--- src/rtl/ucode_pkg.sv ---
// Shared constants, loader state encoding and control-word field map for the
// writable microcode store.
package ucode_pkg;

    localparam int UWORD_W        = 17;
    localparam int UDEPTH         = 32;
    localparam int UADDR_W        = 5;
    localparam int BYTES_PER_WORD = 3;

    typedef enum logic [2:0] {
        ST_IDLE = 3'd0,
        ST_RECV = 3'd1,
        ST_CHK  = 3'd2,
        ST_DONE = 3'd3,
        ST_ERR  = 3'd4
    } loader_state_e;

    // Bit positions of the control lines inside a microword.
    localparam int F_NEXTPC       = 16;
    localparam int F_REGW         = 15;
    localparam int F_MEMW         = 14;
    localparam int F_IRWRITE      = 13;
    localparam int F_ADRSRC       = 12;
    localparam int F_RESULTSRC_HI = 11;
    localparam int F_RESULTSRC_LO = 10;
    localparam int F_SRCA         = 9;
    localparam int F_SRCB_HI      = 8;
    localparam int F_SRCB_LO      = 7;
    localparam int F_ALUOP        = 6;
    localparam int F_BRANCH       = 5;
    localparam int F_NEXTADDR_HI  = 4;
    localparam int F_NEXTADDR_LO  = 0;

endpackage

--- src/rtl/ucode_ram.sv ---
// Control store array: one synchronous write port, one asynchronous read port.
// Contents are deliberately not reset so an image survives a core reset.
module ucode_ram
    import ucode_pkg::*;
(
    input  logic               clk,
    input  logic               we,
    input  logic [UADDR_W-1:0] waddr,
    input  logic [UWORD_W-1:0] wdata,
    input  logic [UADDR_W-1:0] raddr,
    output logic [UWORD_W-1:0] rdata
);

    logic [UWORD_W-1:0] mem [UDEPTH];

    always_ff @(posedge clk) begin
        if (we) begin
            mem[waddr] <= wdata;
        end
    end

    assign rdata = mem[raddr];

endmodule

--- src/rtl/ucode_store_loader.sv ---
// Byte-stream loader for the writable control store: assembles 3-byte microwords,
// writes them in order and releases the core only after the XOR checksum matches.
module ucode_store_loader
    import ucode_pkg::*;
(
    input  logic               clk,
    input  logic               reset,
    input  logic               load_start,
    input  logic               in_valid,
    input  logic [7:0]         in_data,
    output logic               in_ready,
    input  logic [UADDR_W-1:0] rd_addr,
    output logic [UWORD_W-1:0] rd_data,
    output logic               busy,
    output logic               done,
    output logic               chk_err,
    output logic               hold_cpu,
    output logic [UADDR_W:0]   wr_count,
    output logic [2:0]         dbg_state
);

    // Handshake: a byte transfers on a rising edge where in_valid and in_ready
    // are both high; in_ready depends only on state, never on in_valid.

    loader_state_e      state_q, state_d;
    logic [UADDR_W:0]   wr_count_q, wr_count_d;
    logic [1:0]         byte_idx_q, byte_idx_d;
    logic [7:0]         csum_q, csum_d;
    logic [7:0]         b0_q, b0_d;
    logic [7:0]         b1_q, b1_d;
    logic               ram_we;
    logic [UWORD_W-1:0] ram_wdata;

    always_comb begin
        state_d    = state_q;
        wr_count_d = wr_count_q;
        byte_idx_d = byte_idx_q;
        csum_d     = csum_q;
        b0_d       = b0_q;
        b1_d       = b1_q;
        ram_we     = 1'b0;
        case (state_q)
            ST_IDLE, ST_DONE, ST_ERR: begin
                if (load_start) begin
                    state_d    = ST_RECV;
                    wr_count_d = '0;
                    byte_idx_d = '0;
                    csum_d     = '0;
                end
            end
            ST_RECV: begin
                if (in_valid) begin
                    csum_d = csum_q ^ in_data;
                    if (byte_idx_q == 2'(BYTES_PER_WORD - 1)) begin
                        ram_we     = 1'b1;
                        wr_count_d = wr_count_q + 1'b1;
                        byte_idx_d = '0;
                        if (wr_count_q == (UADDR_W + 1)'(UDEPTH - 1)) begin
                            state_d = ST_CHK;
                        end
                    end else begin
                        byte_idx_d = byte_idx_q + 1'b1;
                        if (byte_idx_q == 2'd0) begin
                            b0_d = in_data;
                        end else begin
                            b1_d = in_data;
                        end
                    end
                end
            end
            ST_CHK: begin
                if (in_valid) begin
                    state_d = (in_data == csum_q) ? ST_DONE : ST_ERR;
                end
            end
            default: state_d = ST_IDLE;
        endcase
    end

    always_ff @(posedge clk or negedge reset) begin
        if (!reset) begin
            state_q    <= ST_IDLE;
            wr_count_q <= '0;
            byte_idx_q <= '0;
            csum_q     <= '0;
            b0_q       <= '0;
            b1_q       <= '0;
        end else begin
            state_q    <= state_d;
            wr_count_q <= wr_count_d;
            byte_idx_q <= byte_idx_d;
            csum_q     <= csum_d;
            b0_q       <= b0_d;
            b1_q       <= b1_d;
        end
    end

    // Only bit 0 of the third byte reaches the word; the rest is reserved.
    assign ram_wdata = {in_data[0], b1_q, b0_q};

    ucode_ram u_ram (
        .clk   (clk),
        .we    (ram_we),
        .waddr (wr_count_q[UADDR_W-1:0]),
        .wdata (ram_wdata),
        .raddr (rd_addr),
        .rdata (rd_data)
    );

    assign in_ready  = (state_q == ST_RECV) || (state_q == ST_CHK);
    assign busy      = in_ready;
    assign done      = (state_q == ST_DONE);
    assign chk_err   = (state_q == ST_ERR);
    assign hold_cpu  = (state_q != ST_DONE);
    assign wr_count  = wr_count_q;
    assign dbg_state = state_q;

endmodule
--- config.mk ---
export PLATFORM = sky130hd
export DESIGN_NAME = ucode_store_loader
export DESIGN_NICKNAME = d
export VERILOG_FILES = /design/src/rtl/ucode_pkg.sv /design/src/rtl/ucode_ram.sv /design/src/rtl/ucode_store_loader.sv
export SDC_FILE = /design/constraint.sdc
export NUM_CORES = 1
export LEC_CHECK = 0
export BUFFER_PORTS_ARGS = -buffer_cell sky130_fd_sc_hd__buf_2
export CORE_UTILIZATION = 55
export CTS_CLUSTER_DIAMETER = 40
export DETAILED_ROUTE_END_ITERATION = 6
export GPL_ROUTABILITY_DRIVEN = 0
export GPL_TIMING_DRIVEN = 0
export PLACE_DENSITY = 0.71
export RECOVER_POWER = 100
export SLEW_MARGIN = 20
export SYNTH_ARGS = -nofsm -noshare
export SYNTH_HDL_FRONTEND = slang
export SYNTH_SLANG_ARGS = --single-unit
--- constraint.sdc ---
create_clock -name clk -period 3.78 [get_ports clk]
set_input_delay 0.189 -clock clk [delete_from_list [all_inputs] [get_ports clk]]
set_output_delay 0.189 -clock clk [all_outputs]
set_load 0.1 [all_outputs]
Word level (Yosys, flattened, before mapping)
Memories as Yosys holds them, arrays and structs flattened.
Index checks and enable logic that the tools add are counted.

operators by class
  add/subtract/negate cells = 2
  equality and inequality tests = 13
  mux-type cells = 23
  bitwise logic cells = 3
  reduce and logical (&&, ||, !) cells = 10

operators with widths
  kind                                                 count
  two-way mux 3 bit                                    6
  two-way mux 6 bit                                    3
  two-way mux 8 bit                                    2
  one-hot mux 8 bit (2 select lines)                   1
  one-hot mux 6 bit (2 select lines)                   1
  AND reduction 4 bit                                  3
  != test 2 bit, second input constant                 5
  one-hot mux 3 bit (3 select lines)                   1
  equality test 8 bit                                  1
  bitwise XOR 8 bit                                    1
  adder 6 x 1 -> 6 bit, second input constant          1
  equality test 3 x 2 -> 1 bit, second input constant  2
  equality test 6 x 5 -> 1 bit, second input constant  1
  two-way mux 2 bit                                    3
  two-way mux 1 bit                                    5
  AND reduction 5 bit                                  1
  one-hot mux 2 bit (2 select lines)                   1
  equality test 3 x 1 -> 1 bit, second input constant  1
  equality test 3 bit, second input constant           1
  logical NOT 3 bit                                    1
  != test 3 x 2 -> 1 bit, second input constant        1
  AND reduction 3 bit                                  1
  OR reduction 3 bit                                   1
  adder 2 x 1 -> 2 bit, second input constant          1
  other kinds (5)                                      6

word-level totals
  flip-flop bits (word level) = 35
  RAM bits = 544
  bits of input ports = 17
  output and inout port bits = 31
  logic and storage cells = 58
  memories = 1

memories
  name       depth  width  rd ports  clocked after Yosys merged registers in  write ports  RTL line         RTL
  u_ram.mem  32     17     1         0                                        1            ucode_ram.sv:14  logic [UWORD_W-1:0] mem [UDEPTH];

Depth between registers and ports, before layout
Gate-level depths: netlist of the first run.

  depth in word-level cells = 6
  gate-level depth with buffers = 7
  depth with buffers taken out = 5

Modules after synthesis
A second synthesis of the first run with hierarchy kept.

unflattened totals
  cells, all modules = 1352
  area, all modules = 23055.9 µm²

modules (own cells, without submodules)
  module              instances  cells an instance  area each (µm²)  sequential area each (µm²)
  ucode_ram           1          1195               21396.8          16335.7
  ucode_store_loader  1          157                1659.1           875.8

Least setup slack after synthesis of the first run
No wires, ideal clock.

  path kind = register to output
  from = reg state_q[1], in the netlist dbg_state[1]
  to = out in_ready
  data arrival time = 3164 ps
  required time = 3591 ps
  setup slack = 427 ps
  cell stages (with the launch flop) = 5
  path buffers = 2
  cell sequence = dfrtp_1 clkbuf_1 xnor2_1 nor2_1 buf_4

between the ends
  longest elaborated chain between the ends = 2
  elaborated cells on any way between the ends = 3
  those cells by class = 2 x eq/ne; 1 x reduce/logical

ends and longest elaborated chain
  element                                                                              RTL line                   RTL
  start: declaration                                                                   ucode_store_loader.sv:25   loader_state_e state_q, state_d;
  start signal: assignment                                                             ucode_store_loader.sv:89   state_q <= state_d;
  equality test 3 x 1 -> 1 bit / equality test 3 x 2 -> 1 bit (equally long branches)  ucode_store_loader.sv:110  assign in_ready = (state_q == ST_RECV) || (state_q == ST_CHK);
  logical OR 1 bit (*)                                                                 ucode_store_loader.sv:110
  end: declaration                                                                     ucode_store_loader.sv:11   output logic in_ready,

Every way passes the cells marked *; elsewhere a longest branch is shown, timed or not.

Worst setup path in the final report of the first run
  from = reg state_q[2], in the netlist dbg_state[2]
  to = mem u_ram.mem[18][5], enable pin

between the ends
  longest elaborated chain between the ends = 4

ends and longest elaborated chain
  element                                  RTL line                  RTL
  equality test 3 x 1 -> 1 bit             ucode_store_loader.sv:42  case (state_q)
  two-way mux 1 bit                        ucode_store_loader.sv:42
  two-way mux 1 bit                        ucode_ram.sv:17           if (we) begin
  two-way mux 1 bit (not written as such)  ucode_ram.sv:18           mem[waddr] <= wdata;
  end: declaration                         ucode_ram.sv:14

Every way passes these cells.

==> impl_metrics.toml, run 1 <==
[run_status]
status = "finished with violations"
violations = "capacitance limit, slew limit"

[synth]
synthCells = 1304
yosysWarnings = 0
synth_ff_type = "edfxtp_1"
yosysSeqAreaShare_pct = 75.5
syn_nets = 1325
synth_top_area_share_pct = 71.6
ys_seq_elements = 579
synth_cell_types = 52
async_flop_share_pct = 6.04
synth_area_leaders = "edfxtp_1 72%, mux2i_1 12%, a22oi_1 4.5%"
avgSynthCellArea_um2 = 17.5
synth_edf_count = 544
synth_area_leader_cell = "edfxtp_1"
synth_area_um2 = 22800

[die]
die_area_um2 = 42300
coreArea_um2 = 40800
fp.dieH_um = 206
initial_core_util_pct = 55.8
std_cell_rows = 74
pin_count = 48
die_x_um = 206

[clock_tree]
clk_pin_slew_ns = 0.06
cts-root-buf = "clkbuf_16"
cts_tree = "yes"
numCtsBuffers = 70
cts_buffer_depth = 3
h-tree-depth = 3
insertion_delay_ns = 0.59
post_cts_resized = 0
cts.sinks = 579
postCtsHoldBufs = 9
post_cts_buffers = 0

[pwr]
p_leak_nw = 9.33
comb_power_share_pct = 7.8
power.share.clock_pct = 39.4
power_switching_mw = 4.63
intPower_mw = 12.7
irDropWorstVdd_mv = 0.594
power_density_nw_per_um2 = 655
switching_share_pct = 26.8
pwr-share-seq_pct = 52.7

[final_layout]
fin_nets = 1478
drive_above_1_share_pct = 15.9
fill_cells = 2754
final_util_pct = 64.7
syn_to_final_growth_pct = 15.9
layout_commonest_cell = "edfxtp_1"
final_cell_mix = "544 x edfxtp_1, 272 x mux2i_1, 137 x a22oi_1, 73 x clkbuf_16, 63 x clkbuf_1"

[detailed_routing]
wl_per_cell_um = 26.9
drc = 0
drt_iter0_drc = 1226
dr_total_vias = 12800
routed_wl_um = 55000
avgViaCountPerCell = 6.25
postRouteAntennaNets = 0
firstDrtPassIters = 5

[placement]
pre_cts_slack_ns = 0.519
portBuffers = 46
dp_hpwl_um = 35200

[worst_setup_path]
rrSetupSlack_ns = 0.27
crit_type = "reg -> reg"
max_stage_delay_ns = 0.88
critPathCaptureType = "flop"
required_ns = 4.06
crit_chain = "clkbuf_1 -> nand4bb_1 -> nor3b_1 -> nand2_1 -> nor2_1 -> buf_8"
critPathLaunchType = "flop"
cpMaxStageDelayCell = "nor2_1"
arrival_ns = 3.78
cp_max_fo = 10
path_delay_family = "simple AND/OR/NAND/NOR gates"
path_buf_inv = 2

[sta]
worst_pin_slew_ns = 1.98
period_needed_ns = 3.51
skew_ns = 0.0322
setup_violations = 0
max_slew_margin_pct = -32.0
hold_viol = 0
whs_ns = 0.0367
fin_ws_ns = 0.275
report.final.slew_viol_count = 74
fmax_mhz = 285
rsz0062_at_grt = "false"
finalCritPeriodShare_pct = 92.7

[grt]
use_met1_pct = 37.6
grt_pass1_vias = 12700
grt.total_usage_pct = 26.9
grt_pass1_wl_um = 81700
grt_most_used_layer = "met2"
met2_usage_pct = 42.8
overflow = 0
use_met3_pct = 4.62
grt_max_degree = 38
antenna_found_initial = 1

[worst_hold_path]
worstHoldPathType = "in -> reg"

[flow_run]
max_cap_violations = 2
[cells in the mapped netlist, types with 2 or more instances]
| master | n |
|---|---|
| edfxtp_1 | 544 |
| mux2i_1 | 272 |
| a22oi_1 | 137 |
| nor2_1 | 66 |
| buf_2 | 40 |
| dfrtp_1 | 35 |
| nand4_1 | 34 |
| nand2_1 | 27 |
| clkbuf_1 | 23 |
| o21ai_0 | 21 |
| mux2_2 | 15 |
| a21oi_1 | 7 |
| buf_4 | 6 |
| inv_1 | 6 |
| nor4bb_1 | 6 |
| nand3b_1 | 5 |
| xor2_1 | 5 |
| and4b_1 | 4 |
| ha_1 | 4 |
| nor4b_2 | 4 |
| nand3_1 | 3 |
| or4_1 | 3 |
| buf_1 | 2 |
| nand2b_1 | 2 |
| nor2b_1 | 2 |
| o31ai_1 | 2 |
| or3_1 | 2 |
| or4bb_1 | 2 |
| xnor2_1 | 2 |
[layout make-up]
| cell class | count | area [µm²] | share of cell area (%) |
|---|---|---|---|
| inverter | 6 | 22.5 | 0.0852 |
| antenna | 2 | 5.00 | 0.0189 |
| buffer | 72 | 335 | 1.27 |
| timing repair buffer | 81 | 528 | 2.00 |
| multi-input combinational | 647 | 5300 | 20.0 |
| sequential | 579 | 17200 | 65.1 |
| clock inverter | 41 | 498 | 1.88 |
| clock buffer | 85 | 1870 | 7.08 |
| tap | 532 | 666 | 2.52 |
[tightest hold or removal path, cell delays in order]
cell      delay, ns
buf_2          0.13
nand3b_1       0.09
a31o_2         0.09
a21oi_1        0.06
[flip-flops by register name (all words and copies together), names as in the netlist]
register and cells:
u_ram.mem 544, dbg_state 3, b1_q 8, b0_q 8, csum_q 8, byte_idx_q 2, wr_count 6
[metal layers]
| layer | vias up | wire length (µm) | share of wire, % |
|---|---|---|---|
| li1 | 5540 | - | - |
| met1 | 6564 | 22500 | 41 |
| met2 | 589 | 26600 | 48 |
| met3 | 90 | 4620 | 8.4 |
| met4 | 0 | 1320 | 2.4 |
| met5 | - | 0 | 0 |
[logic make-up (layout without fill, tap and decap cells)]
logic type | Yosys count | count (layout) | synth area share [%]
flops | 579 | 579 | 75.5
mux | 287 | 287 | 12.7
compound gates | 176 | 176 | 5.52
simple gates | 173 | 173 | 4.21
buf+inv | 78 | 285 | 1.61
xor+xnor | 7 | 7 | 0.269
fa+ha+maj | 4 | 4 | 0.220
other cells | 0 | 2 | 0
[worst paths after layout]
path	from	cells past startpoint	endpoint
worst min-delay path	in_valid	4	dbg_state[2]
worst min register to register	csum_q[7]	1	csum_q[7]
max in group asynchronous	reset	2	csum_q[3]
worst max-delay path	dbg_state[2]	6	u_ram.mem[18][5]
min in group asynchronous	reset	2	wr_count[4]
worst max register to register	dbg_state[2]	6	u_ram.mem[18][5]
[power groups by stage]
| stage | Clock, mW | Combinational [mW] | Sequential (mW) |
|---|---|---|---|
| final | 6.82 | 1.36 | 9.12 |
| after global routing | 7.15 | 1.45 | 9.19 |
| after CTS | 6.87 | 1.38 | 9.12 |
| after detailed placement | 0 | 1.36 | 9.25 |
| after global placement | 0 | 1.31 | 9.16 |
| after floorplan | 0 | 0.893 | 8.82 |
[through the flow]
step | cell area (µm²) | total power, mW | TNS (ns) | instances
4_1_cts | 26600 | 17.4 | 0 | 2043
3_5_place_dp | 24200 | 10.6 | 0 | 1908
3_3_place_gp | 23700 | 10.5 | -4.31 | 1882
2_1_floorplan | 22800 | 9.71 | 0 | 1304
6_report | 26400 | 17.3 | 0 | 2045
5_1_grt | 26400 | 17.8 | 0 | 2043
Power figures use the tool's default switching activity.
==> run 2, diff against run 1 <==
SYNTH_HIERARCHICAL = 1   (was unset)
==> run 2 against run 1 <==
  * The flow still finishes with violations (capacitance limit, slew limit)
  * Sequential share of layout area hardly changed
  * Cell area hardly changed
  * Cell count grew 1.8%
  * First-iteration DRC count rose by 11%
  * Register-to-register slack improved by 0.13 ns
  * Clock-buffer cell count fell by 10
  * Clock skew rose by 0.0052 ns
  * Clock power is 15% lower
  * Largest power group unchanged
  * Highest routed layer is now met5
==> impl_metrics.toml, run 2 <==
[run_status]
status = "finished with violations"
violations = "capacitance limit, slew limit"

[synth]
yosysMostFrequentCell = "edfxtp_1"
synth_area_um2 = 23100
synthCells = 1352
ys_seq_elements = 579
synth_area_leader_cell = "edfxtp_1"
avgSynthCellArea_um2 = 17.1
synth_edf_count = 544
synth_ff_type = "edfxtp_1"
yosysSeqAreaShare_pct = 74.7
ys_top_cells_by_count = "544 x edfxtp_1, 272 x mux2i_1, 68 x a22oi_1"
async_flop_share_pct = 6.04
synth_top_area_share_pct = 70.9
syn_nets = 1370
yosysWarnings = 6
synth_area_leaders = "edfxtp_1 71%, mux2i_1 12%, dfrtp_1 3.8%"
synth_cell_types = 42

[die]
coreArea_um2 = 41100
initial_core_util_pct = 56.1
fp.dieH_um = 207
pin_count = 48
std_cell_rows = 74
die_area_um2 = 42700
die_x_um = 207

[detailed_routing]
postRouteAntennaNets = 0
avgViaCountPerCell = 6.17
routed_wl_um = 55200
wl_met3_um = 5090
top_layer = "met5"
wl_met2_um = 25900
firstDrtPassIters = 7
drt_iter0_drc = 1366
wl_per_cell_um = 26.5
met1Wirelength_um = 21900
drc = 0
dr_total_vias = 12800

[placement]
postPlaceCellArea_um2 = 24500
pre_cts_slack_ns = 0.709
portBuffers = 46
dp_hpwl_um = 36100

[final_layout]
fin_nets = 1519
stdcell_area_um2 = 26400
layout_commonest_cell = "edfxtp_1"
largest_reg_flops = 544
drive_above_1_share_pct = 14.4
top_register = "u_ram/mem"
final_util_pct = 64.3
syn_to_final_growth_pct = 14.6
insertedDiodeCount = 0
final_cell_mix = "544 x edfxtp_1, 272 x mux2i_1, 68 x a22oi_1, 62 x clkbuf_16"
fill_cells = 2928

[clock_tree]
post_cts_buffers = 0
cts-root-buf = "clkbuf_16"
postCtsHoldBufs = 11
cts_tree = "yes"
insertion_delay_ns = 0.61
clk_pin_slew_ns = 0.06
cts_buffer_depth = 3
post_cts_resized = 0
numCtsBuffers = 59
cts.sinks = 579
h-tree-depth = 2

[sta]
finalCritPeriodShare_pct = 90.0
report.final.slew_viol_count = 74
whs_ns = 0.454
hold_viol = 0
skew_ns = 0.0374
worst_pin_slew_ns = 1.91
fmax_mhz = 294
fin_ws_ns = 0.377
rsz0062_at_grt = "false"
setup_violations = 0
setup_tns_ns = 0
max_slew_margin_pct = -27.2
period_needed_ns = 3.40

[worst_setup_path]
critPathCaptureType = "output port"
critPathLaunchType = "primary input"
crit_type = "in -> out"
arrival_ns = 3.21
required_ns = 3.59
cp_max_fo = 10

[grt]
grt_pass1_vias = 12800
overflow = 0
antenna_found_initial = 2
grt.total_usage_pct = 26.6
grt_max_degree = 38
grt_pass1_wl_um = 81300

[worst_hold_path]
worstHoldPathType = "in -> reg"

[flow_run]
max_cap_violations = 2

[pwr]
irDropWorstVdd_mv = 0.609
power_density_nw_per_um2 = 617
p_leak_nw = 9.41
[run 2: metal layers]
layer  GRT usage (%)  up-vias
li1                -     5634
met1            36.4     6479
met2            41.5      617
met3            5.97      106
met4            11.1        4
met5               0        -
[run 2: final cells by class]
cell class                 count  area [µm²]  share of cell area (%)
multi-input combinational    694        5290                    20.0
clock inverter                34         357                    1.35
timing repair buffer          88         739                    2.80
inverter                       2        7.51                  0.0284
buffer                        77         538                    2.04
clock buffer                  75        1610                    6.09
sequential                   579       17200                    65.1
tap                          532         666                    2.52
[run 2: logic make-up after synthesis]
| logic type | synth area share [%] |
|---|---|
| flip-flops | 74.7 |
| multiplexers | 12.6 |
| AND/OR/NAND/NOR | 4.33 |
| AO/OA/AOI/OAI | 5.48 |
| buffers and inverters | 2.40 |
| XOR/XNOR | 0.456 |
| adder cells (fa/ha/maj) | 0.0543 |
[run 2: path summary, 6_finish.rpt]
path | from | depth (start not counted) | to | slack [ns]
max | rd_addr[1] | 8 | rd_data[5] | 0.38
max in group asynchronous | reset | 2 | csum_q[4] | 1.99
min reg2reg | csum_q[4] | 1 | csum_q[4] | 0.50
max reg2reg | dbg_state[2] | 7 | u_ram/mem[24][12] | 0.40
min | in_data[6] | 4 | csum_q[6] | 0.45
min in group asynchronous | reset | 2 | wr_count[3] | 0.67
[run 2: stage by stage]
| step | cells | power (mW) |
|---|---|---|
| after CTS | 2081 | 16.4 |
| final | 2081 | 16.3 |
| after global routing | 2081 | 16.8 |
| after detailed placement | 1961 | 10.6 |
| after global placement | 1930 | 10.5 |
| after floorplan | 1352 | 9.63 |
[run 2: power by group]
| part | switching (mW) | internal [mW] | total (mW) | leakage [nW] |
|---|---|---|---|---|
| clock network | 2.40 | 3.43 | 5.83 | 0.956 |
| logic | 0.876 | 0.403 | 1.28 | 3.13 |
| registers | 1.11 | 8.09 | 9.20 | 5.33 |
| total | 4.38 | 11.9 | 16.3 | 9.41 |
[run 2: worst max-delay path, stage by stage]
cell and delay [ns]:
buf_2 0.15, nor2_1 0.41, clkbuf_1 0.68, buf_2 0.42
nand2_1 0.10, a31oi_1 0.43, nand3_1 0.35, clkbuf_2 0.47
==> run 3, diff against run 2 <==
--- a/config.mk
+++ b/config.mk
@@ -7,10 +7,11 @@
 export LEC_CHECK = 0
 export BUFFER_PORTS_ARGS = -buffer_cell sky130_fd_sc_hd__buf_2
-export CORE_UTILIZATION = 55
+export CAP_MARGIN = 20
+export CORE_UTILIZATION = 50
 export CTS_CLUSTER_DIAMETER = 40
 export DETAILED_ROUTE_END_ITERATION = 6
 export GPL_ROUTABILITY_DRIVEN = 0
 export GPL_TIMING_DRIVEN = 0
-export PLACE_DENSITY = 0.71
+export PLACE_DENSITY = 0.66
 export RECOVER_POWER = 100
 export SLEW_MARGIN = 20
==> constraint.sdc (replaced) <==
create_clock -name clk -period 3.78 [get_ports clk]
set_input_delay 0.378 -clock clk [delete_from_list [all_inputs] [get_ports clk]]
set_output_delay 0.378 -clock clk [all_outputs]
set_load 0.1 [all_outputs]
==> run 3 against run 2 <==
  * The run still ends with capacitance limit, slew limit left
  * Wire length grew 3.6%
  * Die area grew 9.9%
  * Clock skew shrank 0.020 ns
  * Sequential cell count is the same
  * Largest power group unchanged
==> impl_metrics.toml, run 3 (synthesized netlist as in run 2, its figures left out) <==
[final_layout]
layout_commonest_cell = "edfxtp_1"
syn_to_final_growth_pct = 14.7
top_register = "u_ram/mem"
stdcell_count = 2155
final_cell_mix = "544 x edfxtp_1, 272 x mux2i_1, 71 x clkbuf_16, 68 x a22oi_1, 65 x clkbuf_1"
fin_nets = 1520
largest_reg_flops = 544
drive_above_1_share_pct = 14.6

[sta]
rsz0062_at_grt = "false"
fmax_mhz = 285
report.final.slew_viol_count = 100
worst_pin_slew_ns = 1.90
hold_viol = 0
max_slew_margin_pct = -26.6
period_needed_ns = 3.51
setup_violations = 0
skew_ns = 0.0179
setup_tns_ns = 0
finalCritPeriodShare_pct = 92.7
fin_ws_ns = 0.275

[worst_setup_path]
required_ns = 3.40
arrival_ns = 3.13
critPathCaptureType = "output port"
reg2reg_depth = 6
crit_chain = "buf_2 -> nor2_1 -> clkbuf_1 -> clkbuf_1 -> nand2_1 -> a31oi_1 -> nand3_1 -> buf_2"
crit_type = "in -> out"
max_stage_delay_ns = 0.73
cpMaxStageDelayCell = "clkbuf_1"
cp_max_fo = 11
critPathLaunchType = "primary input"

[grt]
grt_pass1_wl_um = 83800
antenna_found_initial = 3
grt.total_usage_pct = 24.8
overflow = 0
grt_max_degree = 38
grt_pass1_vias = 12600

[clock_tree]
h-tree-depth = 3
clk_pin_slew_ns = 0.06
cts-root-buf = "clkbuf_16"
cts.sinks = 579
numCtsBuffers = 69
cts_tree = "yes"
insertion_delay_ns = 0.58
cts_buffer_depth = 3

[placement]
dpl.cell_count = 2030
portBuffers = 46
dp_hpwl_um = 36300
pre_cts_slack_ns = 0.602

[run_status]
status = "finished with violations"
violations = "capacitance limit, slew limit"

[die]
pin_count = 48
initial_core_util_pct = 50.8
coreArea_um2 = 45400
die_area_um2 = 47000
std_cell_rows = 78
fp.dieH_um = 217
die_x_um = 217

[detailed_routing]
avgViaCountPerCell = 5.95
wl_met2_um = 27600
drt_iter0_drc = 1165
postRouteAntennaNets = 0
dr_total_vias = 12800
firstDrtPassIters = 5
met1Wirelength_um = 24000
routed_wl_um = 57200
top_layer = "met5"
wl_per_cell_um = 26.5
wl_met3_um = 3760
drc = 0

[worst_hold_path]
worstHoldPathType = "in -> reg"
worstHoldPathCells = 3

[flow_run]
max_cap_violations = 3

[pwr]
power_density_nw_per_um2 = 639
irDropWorstVdd_mv = 0.853
p_leak_nw = 9.38
run 3: cell types whose count changed in the layout (fill, tap and decap cells not counted), sizes merged:
cell / previous run / this run
clkbuf: 125 / 147
clkinv: 19 / 24
dlygate4sd3: 11 / 1
clkinvlp: 3 / 8
buf: 104 / 89
inv: 8 / 5
diode: 0 / 3
bufinv: 6 / 5
run 3: final timing paths:
check                             start               end  slack, ns
max                          rd_addr[1]        rd_data[7]       0.27
min                          in_data[6]         csum_q[6]       0.11
max reg2reg                dbg_state[2]  u_ram/mem[5][11]       0.31
min reg2reg                   csum_q[4]         csum_q[4]       0.50
max in group asynchronous         reset       wr_count[3]       1.83
min in group asynchronous         reset         csum_q[1]       0.86
run 3: cell type report:
class                           count  area [µm²]
Antenna cell                        3        7.51
Buffer                             77         541
Clock buffer                       81        1810
Clock inverter                     40         363
Fill cell                        3457       18900
Inverter                            2        7.51
Multi-Input combinational cell    694        5290
Sequential cell                   579       17200
Tap cell                          600         751
Timing Repair Buffer               79         458
run 3: worst max-delay path, delay by kind of cell:
family          cells  cell delay [ns]
buf+inv             4             1.60
compound gates      1             0.45
simple gates        3             0.69
run 3: routing by layer:
layer	vias to the layer above	global-route usage, %
met4	6	9.34
met5	-	0
met2	512	39.8
li1	5656	-
met3	98	3.49
met1	6544	34.7
run 3: per-stage QoR:
stage / area [µm²] / util, % / hold slack, ns / power (mW)
2_1_floorplan: 23100 / - / 0.0824 / 9.63
6_report: 26400 / 58.3 / 0.106 / 16.9
3_3_place_gp: 24000 / 53.0 / 0.481 / 10.7
4_1_cts: 26800 / 59.0 / 0.0884 / 17.0
3_5_place_dp: 24600 / 54.2 / 0.488 / 10.8
5_1_grt: 26400 / 58.3 / 0.116 / 17.4
run 3: power breakdown:
group / internal, mW / switching, mW / total [mW]
Combinational: 0.404 / 0.925 / 1.33
Clock: 3.79 / 2.52 / 6.30
Sequential: 8.10 / 1.16 / 9.26
run 3: timing repair:
item | CTS | global route
buffers inserted | 0 | 0
endpoints found under the hold margin | 35 | 0
hold buffers | 1 | 0
resized for setup | 0 | 0
